<file path="src/rtl/rsa_pkg.sv">
// Shared constants and FSM state type for the
// RSA-256 Montgomery multiplier datapath.
package rsa_pkg;

  localparam int RSA_W = 256;
  localparam int ADD_W = 258;
  localparam int CNT_W = 8;

  typedef enum logic [1:0] {
    IDLE,
    RUN,
    FINAL,
    DONE
  } state_e;

endpackage

</file>
<file path="src/rtl/csa258.sv">
// 258-bit carry-skip adder: 43 ripple blocks of 6 bits,
// each bypassing its ripple chain when fully propagating.
module csa258
  import rsa_pkg::*;
(
  input  logic [ADD_W-1:0] a_i,
  input  logic [ADD_W-1:0] b_i,
  input  logic             cin_i,
  output logic [ADD_W-1:0] sum_o,
  output logic             cout_o
);

  localparam int BLK = 6;
  localparam int NB  = ADD_W / BLK;

  logic c;
  logic c_blk;
  logic prop;
  logic p;

  always_comb begin
    c     = cin_i;
    c_blk = 1'b0;
    prop  = 1'b0;
    p     = 1'b0;
    sum_o = '0;
    for (int k = 0; k < NB; k++) begin
      c_blk = c;
      prop  = 1'b1;
      for (int j = 0; j < BLK; j++) begin
        p = a_i[k*BLK+j] ^ b_i[k*BLK+j];
        sum_o[k*BLK+j] = p ^ c;
        c = (a_i[k*BLK+j] & b_i[k*BLK+j]) | (p & c);
        prop = prop & p;
      end
      // all-propagate block passes its carry-in straight through
      if (prop) c = c_blk;
    end
    cout_o = c;
  end

endmodule

</file>
<file path="src/rtl/mont_step.sv">
// One radix-2 Montgomery iteration, plus the final
// conditional-subtract compare sharing adder 0.
module mont_step
  import rsa_pkg::*;
(
  input  logic [ADD_W-1:0] s_i,
  input  logic             a_bit_i,
  input  logic [RSA_W-1:0] b_i,
  input  logic [RSA_W-1:0] n_i,
  input  logic             fin_i,
  output logic [ADD_W-1:0] s_o,
  output logic [RSA_W-1:0] diff_o,
  output logic             ge_o
);

  logic [ADD_W-1:0] b0;
  logic             cin0;
  logic [ADD_W-1:0] t;
  logic             c0;
  logic [ADD_W-1:0] b1;
  logic [ADD_W-1:0] u;
  logic             c1;
  logic             unused_bits;

  // FINAL reuses adder 0 as S - N via ~N + 1
  always_comb begin
    b0   = '0;
    cin0 = 1'b0;
    if (fin_i) begin
      b0   = ~{2'b00, n_i};
      cin0 = 1'b1;
    end else if (a_bit_i) begin
      b0   = {2'b00, b_i};
    end
  end

  csa258 u_add0 (
    .a_i    (s_i),
    .b_i    (b0),
    .cin_i  (cin0),
    .sum_o  (t),
    .cout_o (c0)
  );

  assign b1 = t[0] ? {2'b00, n_i} : '0;

  csa258 u_add1 (
    .a_i    (t),
    .b_i    (b1),
    .cin_i  (1'b0),
    .sum_o  (u),
    .cout_o (c1)
  );

  assign s_o    = {1'b0, u[ADD_W-1:1]};
  assign diff_o = t[RSA_W-1:0];
  assign ge_o   = c0;

  assign unused_bits = ^{c1, u[0], t[ADD_W-1:RSA_W]};

endmodule

</file>
<file path="src/rtl/mont_mul256.sv">
// Iterative radix-2 Montgomery multiplier, M = A*B*2^-256 mod N,
// one multiplier bit per cycle with a final conditional subtract.
module mont_mul256
  import rsa_pkg::*;
(
  input  logic             clk,
  input  logic             rst,
  input  logic             in_valid,
  output logic             in_ready,
  input  logic [RSA_W-1:0] in_a,
  input  logic [RSA_W-1:0] in_b,
  input  logic [RSA_W-1:0] in_n,
  output logic             out_valid,
  input  logic             out_ready,
  output logic [RSA_W-1:0] out_m,
  output logic             busy
);

  state_e           state_q;
  logic [CNT_W-1:0] cnt_q;
  logic [RSA_W-1:0] a_q;
  logic [RSA_W-1:0] b_q;
  logic [RSA_W-1:0] n_q;
  logic [ADD_W-1:0] s_q;
  logic [RSA_W-1:0] m_q;
  logic             ov_q;

  logic [ADD_W-1:0] s_d;
  logic [RSA_W-1:0] diff;
  logic             ge;

  mont_step u_step (
    .s_i     (s_q),
    .a_bit_i (a_q[cnt_q]),
    .b_i     (b_q),
    .n_i     (n_q),
    .fin_i   (state_q == FINAL),
    .s_o     (s_d),
    .diff_o  (diff),
    .ge_o    (ge)
  );

  always_ff @(posedge clk) begin
    if (rst) begin
      state_q <= IDLE;
      cnt_q   <= '0;
      a_q     <= '0;
      b_q     <= '0;
      n_q     <= '0;
      s_q     <= '0;
      m_q     <= '0;
      ov_q    <= 1'b0;
    end else begin
      case (state_q)
        IDLE: begin
          if (in_valid) begin
            a_q     <= in_a;
            b_q     <= in_b;
            n_q     <= in_n;
            s_q     <= '0;
            cnt_q   <= '0;
            state_q <= RUN;
          end
        end
        RUN: begin
          s_q   <= s_d;
          cnt_q <= cnt_q + 1'b1;
          if (cnt_q == '1) state_q <= FINAL;
        end
        FINAL: begin
          m_q     <= ge ? diff : s_q[RSA_W-1:0];
          ov_q    <= 1'b1;
          state_q <= DONE;
        end
        DONE: begin
          if (out_ready) begin
            ov_q    <= 1'b0;
            state_q <= IDLE;
          end
        end
        default: state_q <= IDLE;
      endcase
    end
  end

  assign in_ready  = (state_q == IDLE);
  assign busy      = (state_q == RUN) || (state_q == FINAL);
  assign out_valid = ov_q;
  assign out_m     = m_q;

endmodule

</file>
<file path="config.mk">
export PLATFORM = sky130hd
export DESIGN_NAME = mont_mul256
export DESIGN_NICKNAME = d
export VERILOG_FILES = /design/src/rtl/rsa_pkg.sv /design/src/rtl/csa258.sv /design/src/rtl/mont_step.sv /design/src/rtl/mont_mul256.sv
export SDC_FILE = /design/constraint.sdc
export NUM_CORES = 2
export LEC_CHECK = 0
export ABC_CLOCK_PERIOD_IN_PS = 135500
export CORE_MARGIN = 5
export CORE_UTILIZATION = 33
export CTS_CLUSTER_SIZE = 28
export DETAILED_ROUTE_END_ITERATION = 6
export PLACE_DENSITY_LB_ADDON = 0.2
export SETUP_SLACK_MARGIN = 0.02
export SKIP_CTS_REPAIR_TIMING = 1
export SYNTH_ARGS = -nofsm -noshare
export SYNTH_HDL_FRONTEND = slang
export SYNTH_HIERARCHICAL = 1
export SYNTH_SLANG_ARGS = --single-unit
</file>
<file path="constraint.sdc">
create_clock -name clk -period 135.5 [get_ports clk]
set_input_delay 33.875 -clock clk [delete_from_list [all_inputs] [get_ports clk]]
set_output_delay 33.875 -clock clk [all_outputs]
set_load 0.03 [all_outputs]
</file>
==> impl_metrics.json <==
{
  "hold_start": "b_q[249]$_SDFFE_PP0P_",
  "routed_wl_microns": 276000,
  "clock_power_share_pct": 25.6,
  "syn_inst": 8112,
  "grt_usage_pct": 22.9,
  "start_util_pct": 33.2,
  "min_period_over_period_pct": 93.8,
  "io_buffers": 1030,
  "cts_buffer_depth": 3,
  "place_congestion": 0.920,
  "p_int_uw": 996,
  "drt_first_pass_iters": 5,
  "hold_path.class": "flop to flop",
  "cts_tree": "yes",
  "vias": 60900,
  "die_y_microns": 483,
  "yosysWarnings": 6,
  "wire_per_inst_microns": 23.1,
  "floorplan.core_area_sq_um": 223000,
  "tightestPinTransition_ps": 1160,
  "fp-row-count": 173,
  "p_sw_uw": 733,
  "die_w_microns": 483,
  "ioPinCount": 1031,
  "p_leak_uw": 0.0370,
  "swShare_pct": 42.4,
  "status": "complete, no violations",
  "antenna_found_initial": 32,
  "period_minus_slack_ps": 127140,
  "grt_pass1_vias": 62800,
  "fmax_mhz": 7.87,
  "cts_buffers": 156,
  "synth_area_sq_um": 74000,
  "cts_root_buf": "clkbuf_16",
  "cap_violations": 0,
  "critPathMaxStageDelay_ps": 730,
  "syn2layout_area_growth_pct": 24.0,
  "power.density_nw_per_um2": 18.8,
  "overflow": 0,
  "fin_nets": 10600,
  "multiInputGateArea_sq_um": 44600,
  "path_common_cell": "fa_1",
  "rsz0062_at_grt": "no",
  "cp.required_ps": 136120,
  "worst-path-max-fanout": 52,
  "hold_viol": 0,
  "crit_arrival_ps": 127760,
  "skew_ps": 40.5,
  "comb_power_share_pct": 43.6,
  "startpoint": "cnt_q[1]$_SDFFE_PP0P_",
  "crit_slowest_cell": "dfxtp_4",
  "numClockSinks": 1293,
  "n_fill_cell": 22000,
  "r2r_start": "cnt_q[1]$_SDFFE_PP0P_",
  "final-setup-viol-count": 0,
  "grt_pass1_wl_microns": 412000,
  "worstSetupPathType": "flop to flop",
  "power.share.sequential_pct": 30.8,
  "grt_max_degree": 195,
  "clkTransAtPathRegs_ps": 60,
  "startpoint_type": "flop",
  "vias_per_cell": 5.11,
  "peakVddDrop_mv": 0.0126,
  "clock_latency_ps": 810,
  "slew_headroom_pct": 22.0,
  "place_hpwl_microns": 210000,
  "die_area_sq_um": 234000,
  "drc_errors": 0,
  "drive_above_1_share_pct": 5.00,
  "avgSynthCellArea_sq_um": 9.12,
  "cts-htree-levels": 4,
  "total_power_uw": 1730,
  "end_kind": "flop",
  "first_iter_violations": 4229,
  "finalSetupTns_ps": 0,
  "ant_nets": 0,
  "drv_slew": 0,
  "final_util_pct": 41.2,
  "holdWs_ps": 452,
  "seq_area_sq_um": 25900
}
layout by cell type (no fill, tap or decap), types with 259 or more instances in the layout:
cell / instances
nand2_1: 1664
dfxtp_1: 1291
clkdlybuf4s50_1: 1029
a21oi_1: 793
nor2_1: 618
fa_1: 516
ha_1: 514
inv_1: 303
mux2i_1: 303
a22oi_1: 280
and2_1: 274
a211oi_1: 259
sequential cells by signal, indices dropped and copies added, names as in the netlist:
register	cells
out_valid	1
a_q	256
b_q	256
state_q	2
out_m	256
n_q	256
s_q	258
cnt_q	8
worst max-delay path, delay by kind of cell (launching register included):
family                   cells  cell delay (ps)
adder cells (fa/ha/maj)    257           102890
AO/OA/AOI/OAI               57            11560
AND/OR/NAND/NOR             34             4660
buffers and inverters       13             3020
multiplexers                12             3850
flip-flops                   1              730
per-stage QoR:
step / cells / worst slack [ps] / instance area [sq um]
3_3_place_gp: 11600 / 10710 / 86300
3_5_place_dp: 11600 / 9380 / 86300
2_1_floorplan: 8115 / 21340 / 74000
5_1_grt: 11900 / 4930 / 91700
6_report: 11900 / 8360 / 91700
4_1_cts: 11900 / 8830 / 91700
routing by layer:
metal / vias up / GRT usage, % / routed length (microns)
met5: - / 0 / 131
met4: 18 / 11.2 / 15000
met3: 436 / 4.70 / 16300
met2: 1746 / 37.3 / 129000
met1: 30000 / 28.8 / 116000
li1: 28700 / - / -
area by class of cell:
type | count | area share (%)
multi-input cells | 5948 | 48.6
flip-flops and latches | 1293 | 28.2
repair buffers | 1107 | 12.0
clock buffers | 212 | 4.82
well taps | 2975 | 4.06
inverters | 304 | 1.25
clock inverters | 69 | 1.03
diodes | 19 | 0.0518
final timing paths:
check	slack [ps]	end	cells past startpoint
min	450	b_q[249]$_SDFFE_PP0P_	2
min reg2reg	450	b_q[249]$_SDFFE_PP0P_	2
max reg2reg	8360	out_m[124]$_SDFFE_PP0P_	373
max	8360	out_m[124]$_SDFFE_PP0P_	373
power by group through the flow:
stage	Combinational (uW)	Sequential [uW]	Clock, uW
CTS	762	534	452
floorplan	451	563	0
detailed placement	757	541	0
global placement	753	541	0
global route	836	542	468
finish	754	533	442
Note: power is estimated with default switching activity, not from simulation.
